<file path="src/rtl/bus_pkg.sv">
// Shared definitions for the node bus: frame layout, FSM state encoding and
// the CRC-4 (x^4+x+1) helper that the receiver also uses.
package bus_pkg;

    localparam int FRAME_W      = 72;
    localparam int CRC_LSB      = 0;
    localparam int CRC_FIELD_W  = 4;
    localparam int DATA_LSB     = 4;
    localparam int ADDR_LSB     = 68;
    localparam int ADDR_FIELD_W = 4;
    localparam int BIT_CNT_W    = 7;
    localparam int GAP_W        = 4;

    localparam logic [CRC_FIELD_W-1:0] CRC_POLY = 4'h3;
    localparam logic [BIT_CNT_W-1:0]   LAST_BIT = 7'd71;

    typedef enum logic [1:0] {
        ST_IDLE = 2'd0,
        ST_LOAD = 2'd1,
        ST_SEND = 2'd2,
        ST_GAP  = 2'd3
    } bus_state_e;

    // Serial CRC over {addr, data}, MSB first, init 0.
    function automatic logic [CRC_FIELD_W-1:0] crc4_calc(input logic [FRAME_W-DATA_LSB-1:0] msg);
        logic [CRC_FIELD_W-1:0] crc;
        logic                   fb;
        crc = 4'h0;
        for (int i = FRAME_W - DATA_LSB - 1; i >= 0; i--) begin
            fb  = crc[CRC_FIELD_W-1] ^ msg[i];
            crc = {crc[CRC_FIELD_W-2:0], 1'b0} ^ (fb ? CRC_POLY : 4'h0);
        end
        return crc;
    endfunction

    function automatic logic [CRC_FIELD_W-1:0] frame_crc(input logic [FRAME_W-1:0] f);
        return f[CRC_LSB +: CRC_FIELD_W];
    endfunction

    function automatic logic [ADDR_FIELD_W-1:0] frame_addr(input logic [FRAME_W-1:0] f);
        return f[ADDR_LSB +: ADDR_FIELD_W];
    endfunction

endpackage

</file>
<file path="src/rtl/bus_tx_arbiter_rr_pick.sv">
// Combinational round-robin selector: first requester found searching upward
// from last+1, wrapping at N_NODES-1 back to 0.
module rr_pick #(
    parameter int N_NODES = 16,
    parameter int IDX_W   = 4
) (
    input  logic [N_NODES-1:0] req,
    input  logic [IDX_W-1:0]   last,
    output logic [IDX_W-1:0]   win_idx,
    output logic               win_valid
);

    logic [IDX_W:0] sum_s;
    logic [IDX_W:0] cand_s;
    logic           hit_s;

    // Walk the N_NODES candidates in priority order; the first hit sticks.
    always_comb begin
        win_idx   = '0;
        win_valid = 1'b0;
        sum_s     = '0;
        cand_s    = '0;
        hit_s     = 1'b0;
        for (int off = 1; off <= N_NODES; off++) begin
            sum_s     = {1'b0, last} + (IDX_W+1)'(off);
            cand_s    = (sum_s >= (IDX_W+1)'(N_NODES)) ? (sum_s - (IDX_W+1)'(N_NODES)) : sum_s;
            hit_s     = req[cand_s[IDX_W-1:0]] & ~win_valid;
            win_idx   = hit_s ? cand_s[IDX_W-1:0] : win_idx;
            win_valid = win_valid | hit_s;
        end
    end

endmodule

</file>
<file path="src/rtl/bus_tx_arbiter.sv">
// Round-robin arbiter and serializer for the shared single-wire node bus.
// Define BUS_ARB_CRC_CHECK_EN to drop frames whose CRC field does not match.
module bus_tx_arbiter
    import bus_pkg::*;
#(
    parameter int N_NODES    = 16,
    parameter int IDX_W      = 4,
    parameter int ADDR_W     = 4,
    parameter int DATA_W     = 64,
    parameter int CRC_W      = 4,
    parameter int GAP_CYCLES = 2
) (
    input  logic                           clock,
    input  logic                           reset,
    input  logic [N_NODES-1:0]             req,
    input  logic [ADDR_W+DATA_W+CRC_W-1:0] frame_in,
    output logic [N_NODES-1:0]             grant,
    output logic [IDX_W-1:0]               grant_idx,
    output logic                           busy,
    output logic                           done,
    output logic                           crc_err,
    output logic                           bus_show
);

    localparam logic [N_NODES-1:0] GRANT_ONE = {{(N_NODES-1){1'b0}}, 1'b1};

    bus_state_e             state_q,     state_d;
    logic [IDX_W-1:0]       last_q,      last_d;
    logic [N_NODES-1:0]     grant_q,     grant_d;
    logic [IDX_W-1:0]       grant_idx_q, grant_idx_d;
    logic                   busy_q,      busy_d;
    logic                   done_q,      done_d;
    logic                   crc_err_q,   crc_err_d;
    logic                   bus_show_q,  bus_show_d;
    logic [FRAME_W-1:0]     shreg_q,     shreg_d;
    logic [BIT_CNT_W-1:0]   bit_cnt_q,   bit_cnt_d;
    logic [GAP_W-1:0]       gap_cnt_q,   gap_cnt_d;

    logic [IDX_W-1:0]       win_idx_s;
    logic                   win_valid_s;
    logic                   crc_ok_s;

    rr_pick #(
        .N_NODES (N_NODES),
        .IDX_W   (IDX_W)
    ) u_rr_pick (
        .req       (req),
        .last      (last_q),
        .win_idx   (win_idx_s),
        .win_valid (win_valid_s)
    );

`ifdef BUS_ARB_CRC_CHECK_EN
    assign crc_ok_s = (crc4_calc(frame_in[FRAME_W-1:DATA_LSB]) == frame_crc(frame_in));
`else
    assign crc_ok_s = 1'b1;
`endif

    // Next-state and output logic; bus_show idles low unless a bit is being sent.
    always_comb begin
        state_d     = state_q;
        last_d      = last_q;
        grant_d     = grant_q;
        grant_idx_d = grant_idx_q;
        busy_d      = busy_q;
        done_d      = 1'b0;
        crc_err_d   = 1'b0;
        bus_show_d  = 1'b0;
        shreg_d     = shreg_q;
        bit_cnt_d   = bit_cnt_q;
        gap_cnt_d   = gap_cnt_q;
        case (state_q)
            ST_IDLE: begin
                if (win_valid_s) begin
                    state_d     = ST_LOAD;
                    last_d      = win_idx_s;
                    grant_idx_d = win_idx_s;
                    grant_d     = GRANT_ONE << win_idx_s;
                    busy_d      = 1'b1;
                end else begin
                    grant_d     = '0;
                end
            end
            ST_LOAD: begin
                if (crc_ok_s) begin
                    shreg_d    = frame_in;
                    bus_show_d = 1'b1;
                    bit_cnt_d  = '0;
                    state_d    = ST_SEND;
                end else begin
                    // Dropped frame: no start bit, but the gap is still honoured.
                    crc_err_d  = 1'b1;
                    grant_d    = '0;
                    gap_cnt_d  = '0;
                    state_d    = ST_GAP;
                end
            end
            ST_SEND: begin
                bus_show_d = shreg_q[FRAME_W-1];
                shreg_d    = {shreg_q[FRAME_W-2:0], 1'b0};
                if (bit_cnt_q == LAST_BIT) begin
                    grant_d   = '0;
                    done_d    = 1'b1;
                    gap_cnt_d = '0;
                    state_d   = ST_GAP;
                end else begin
                    bit_cnt_d = bit_cnt_q + 7'd1;
                end
            end
            ST_GAP: begin
                if (gap_cnt_q == GAP_W'(GAP_CYCLES)) begin
                    state_d = ST_IDLE;
                    busy_d  = 1'b0;
                end else begin
                    gap_cnt_d = gap_cnt_q + 4'd1;
                end
            end
            default: begin
                state_d = ST_IDLE;
                grant_d = '0;
                busy_d  = 1'b0;
            end
        endcase
    end

    // State and output registers; reset aborts any frame in flight.
    always_ff @(posedge clock or posedge reset) begin
        if (reset) begin
            state_q     <= ST_IDLE;
            last_q      <= IDX_W'(N_NODES - 1);
            grant_q     <= '0;
            grant_idx_q <= '0;
            busy_q      <= 1'b0;
            done_q      <= 1'b0;
            crc_err_q   <= 1'b0;
            bus_show_q  <= 1'b0;
            shreg_q     <= '0;
            bit_cnt_q   <= '0;
            gap_cnt_q   <= '0;
        end else begin
            state_q     <= state_d;
            last_q      <= last_d;
            grant_q     <= grant_d;
            grant_idx_q <= grant_idx_d;
            busy_q      <= busy_d;
            done_q      <= done_d;
            crc_err_q   <= crc_err_d;
            bus_show_q  <= bus_show_d;
            shreg_q     <= shreg_d;
            bit_cnt_q   <= bit_cnt_d;
            gap_cnt_q   <= gap_cnt_d;
        end
    end

    assign grant     = grant_q;
    assign grant_idx = grant_idx_q;
    assign busy      = busy_q;
    assign done      = done_q;
    assign crc_err   = crc_err_q;
    assign bus_show  = bus_show_q;

endmodule

</file>
<file path="config.mk">
export PLATFORM = sky130hd
export DESIGN_NAME = bus_tx_arbiter
export DESIGN_NICKNAME = d
export VERILOG_FILES = /design/src/rtl/bus_pkg.sv /design/src/rtl/bus_tx_arbiter_rr_pick.sv /design/src/rtl/bus_tx_arbiter.sv
export SDC_FILE = /design/constraint.sdc
export NUM_CORES = 1
export LEC_CHECK = 0
export CORE_ASPECT_RATIO = 0.75
export CORE_UTILIZATION = 45
export DETAILED_ROUTE_END_ITERATION = 6
export PLACE_DENSITY = 0.74
export SYNTH_ARGS = -nofsm -noshare
export SYNTH_HDL_FRONTEND = slang
export SYNTH_SLANG_ARGS = --single-unit
export TNS_END_PERCENT = 30
</file>
<file path="constraint.sdc">
create_clock -name clock -period 15.64 [get_ports clock]
set_input_delay 3.91 -clock clock [delete_from_list [all_inputs] [get_ports clock]]
set_output_delay 3.91 -clock clock [all_outputs]
set_load 0.02 [all_outputs]
</file>
==> impl_table.tex <==
\begin{tabular}{lr}
\hline
Metric & Value \\
\hline
\multicolumn{2}{l}{\textbf{Run status}} \\
Status & complete, no violations \\
\multicolumn{2}{l}{\textbf{Drt}} \\
Routed wire length & 17900 um \\
Wire per inst & 17.25 um \\
Ratio of routed vias to standard cells & 5.781 \\
Detailed router's first-iteration violation count & 489 \\
Detail Route Antenna Nets & 0 \\
Total number of vias & 6001 \\
Number of iterations in the first detailed-routing pass & 5 \\
DRC violation count after routing & 0 \\
\multicolumn{2}{l}{\textbf{Die}} \\
Site row count & 40 \\
Die area & 16820 sq um \\
Effective utilization at floorplan & 0.4593 \\
Vertical die dimension & 112.6 um \\
Width of the die & 149.4 um \\
Standard cell core area & 15970 sq um \\
Ports placed on the boundary & 114 \\
\multicolumn{2}{l}{\textbf{Critical path}} \\
Critical path class & input pin to flop \\
Critical R2R Launch & last\_q[1] \\
Slowest stage cell on the critical path & o21ai\_0 \\
Largest fanout on the critical path & 11 \\
Data required time of the worst path & 15830 ps \\
Crit Reg-Reg Endpoint & grant[12] \\
Arrival time reported for the critical path endpoint & 8360 ps \\
Total buffers and inverters traversed by the critical path & 1 \\
Kind of cell with the highest combined delay on the critical path & simple AND/OR/NAND/NOR gates \\
Setup crit start & req[1] \\
Register-to-register path setup slack & 9310 ps \\
CP max stage delay & 830 ps \\
Chain of cells forming the critical path & clkdlybuf4s50\_1, mux4\_2, mux2\_2, mux2i\_1, nand4\_2, or4\_1, o21ai\_0, nor2\_1, nand3b\_1, o31ai\_1 \\
Element type at the critical path start & input pin \\
R2r worst-path depth & 11 \\
Endpoint type of the worst setup path & flop \\
\multicolumn{2}{l}{\textbf{GRT}} \\
Routing usage on met1 & 0.3367 \\
Routing usage on met2 & 0.3062 \\
Combined global-route utilization of all metal layers & 0.2230 \\
Wire length of the first global-routing pass & 29630 um \\
Antenna violations before repair & 0 \\
Pin count of the biggest net entering global routing & 124 \\
Total grt overflow & 0 \\
Busiest layer in global routing & met1 \\
Via count of the first global-routing pass & 5651 \\
Met3 Use GR & 0.07683 \\
\multicolumn{2}{l}{\textbf{STA}} \\
Final period util & 0.5226 \\
Post-layout minimum cycle time & 8174 ps \\
Final Hold Violating Endpoints & 0 \\
Worst hold slack & 475.8 ps \\
Max-slew headroom at the worst pin & 0.1960 \\
Count of endpoints failing setup in the final report & 0 \\
Fmax & 122.3 MHz \\
Setup repair after global routing missed its margin & false \\
Worst Tran Pin Value & 1206 ps \\
Max-slew violation count & 0 \\
Final total negative setup slack & 0 ps \\
Fin Clk Skew & 6.003 ps \\
\multicolumn{2}{l}{\textbf{Hold path}} \\
Classification of the worst-slack hold path & flop to flop \\
Hold path endpoint & grant[5] \\
Cell count of the worst hold path & 2 \\
Startpoint of the lowest-slack hold path & grant[5] \\
\multicolumn{2}{l}{\textbf{Clock tree}} \\
Maximum root-to-sink buffer count & 2 \\
Clock transition at path regs & 70 ps \\
Insertion delay to the later sink of the worst-skew pair & 340 ps \\
Clock tree from TritonCTS & done \\
Number of buffers added by the clock tree synthesis step & 9 \\
Clk root buf & clkbuf\_16 \\
Depth of the CTS H-tree & 3 \\
Cells resized by post-CTS repair & 0 \\
Hold bufs inserted after CTS & 0 \\
\# Post-CTS Setup Buffers & 0 \\
Clock sink count & 112 \\
\multicolumn{2}{l}{\textbf{Finish}} \\
\# fillers & 1419 \\
Fraction of layout cells with a size suffix above 1 & 0.1014 \\
Growth of design area from synthesis to finish & 20.73\% \\
Antenna Diode Count & 0 \\
Final Net Count & 928 \\
\multicolumn{2}{l}{\textbf{Synthesis}} \\
Fraction of the yosys area taken by sequential cells & 0.3829 \\
Post-synth EDFFs & 0 \\
Yosys warning total & 0 \\
FFs w/ async S/R, synth & 1.000 \\
Cell area after technology mapping & 7333 sq um \\
Synthesized instance count & 744 \\
Dominant synthesized flop cell & dfrtp\_1 \\
Mean cell area of the mapped netlist & 9.857 sq um \\
Unique masters post-synth & 72 \\
Flops \& latches, synth & 112 \\
Number of nets in the synthesized netlist & 849 \\
\multicolumn{2}{l}{\textbf{Place}} \\
Final weighted congestion in routability-driven placement & 0.9567 \\
Post-detail-place hpwl & 12840 um \\
Port bufs & 112 \\
\multicolumn{2}{l}{\textbf{Run}} \\
Number of max-capacitance violations reported & 0 \\
\hline
\end{tabular}
## through the flow
stage                 util  setup WS (ps)  instance area [sq um]  cells
floorplan                -           8730                   7333    744
global placement    0.5368           7384                   8569   1022
detailed placement  0.5368           7229                   8569   1022
CTS                 0.5545           7581                   8853   1038
global route        0.5545           7148                   8853   1038
finish              0.5545           7466                   8853   1038
## cells in the final DEF, fill, tap and decap left out, types with 7 or more instances in the layout
master	n
xnor2_1	7
mux2_2	15
dfrtp_1	108
a21oi_1	102
nand2b_1	7
nand2_1	49
nor2_1	100
ha_1	13
clkbuf_16	9
o21ai_0	18
inv_1	15
o31ai_1	16
clkdlybuf4s50_1	112
mux4_2	30
o211ai_1	9
mux2i_1	96
## cells by family after synthesis
| group | Yosys count | synth area share |
|---|---|---|
| adders and majority gates | 15 | 0.02559 |
| xor gates and xnor gates | 11 | 0.01314 |
| and+or+nand+nor | 202 | 0.1300 |
| DFF | 112 | 0.3829 |
| muxes | 141 | 0.2462 |
| AOI/OAI and AO/OA | 196 | 0.1650 |
| other | 1 | 0.0005114 |
| buffers and inverters | 66 | 0.03668 |
## Yosys cell counts, types with 4 or more instances
| master | instances | share of area |
|---|---|---|
| a21boi_0 | 5 | 0.0051 |
| a21oi_1 | 102 | 0.070 |
| a31oi_1 | 5 | 0.0043 |
| and3_1 | 5 | 0.0043 |
| buf_1 | 7 | 0.0036 |
| buf_2 | 11 | 0.0075 |
| clkbuf_1 | 27 | 0.014 |
| dfrtp_1 | 108 | 0.37 |
| dfstp_2 | 4 | 0.014 |
| ha_1 | 15 | 0.026 |
| inv_1 | 16 | 0.0082 |
| mux2_2 | 15 | 0.023 |
| mux2i_1 | 96 | 0.13 |
| mux4_2 | 30 | 0.092 |
| nand2_1 | 49 | 0.025 |
| nand2b_1 | 7 | 0.0060 |
| nand3_1 | 5 | 0.0034 |
| nor2_1 | 100 | 0.051 |
| nor3_1 | 4 | 0.0027 |
| o211ai_1 | 9 | 0.0092 |
| o21ai_0 | 18 | 0.012 |
| o22ai_1 | 5 | 0.0043 |
| o31ai_1 | 16 | 0.016 |
| xnor2_1 | 7 | 0.0084 |
| xor2_1 | 4 | 0.0048 |
## flip-flops by register name, summed over array words and instances, names as in the netlist
| name | cells |
|---|---|
| busy | 1 |
| state_q | 2 |
| done | 1 |
| bit_cnt_q | 7 |
| last_q | 4 |
| gap_cnt_q | 4 |
| bus_show | 1 |
| grant | 16 |
| grant_idx | 4 |
| shreg_q | 72 |
## per-layer routing
| metal | part of all wire | vias to the layer above | wire, um |
|---|---|---|---|
| li1 | - | 2891 | - |
| met1 | 0.48 | 2868 | 8524 |
| met2 | 0.42 | 233 | 7550 |
| met3 | 0.096 | 9 | 1713 |
| met4 | 0.0063 | 0 | 113 |
| met5 | 0 | - | 0 |
## worst max-delay path by stage
stage,end,slack [ps],cells past startpoint
final,grant[12],7470,10
after CTS,grant[12],7580,10
after detailed placement,grant[12],7230,10
after global placement,grant[8],7380,10
after global routing,grant[9],7150,10
after floorplan,grant[12],8730,11
## tightest hold or removal path, cell delays in order, from the launching register on
cell,delay [ps]
dfrtp_1,340
nand2_1,50
o31ai_1,50
## layout make-up
type,instances,area (sq um),share of cell area
Clock buffer,12,256.5,0.02897
Clock inverter,4,27.53,0.003109
Inverter,19,73.82,0.008338
Multi-Input combinational cell,566,4282,0.4836
Sequential cell,112,2808,0.3171
Tap cell,210,262.8,0.02968
Timing Repair Buffer,115,1144,0.1292
Power is left out: the tool's default activity adds up to more than one toggle a clock period on the data nets, which glitch-free logic cannot reach.
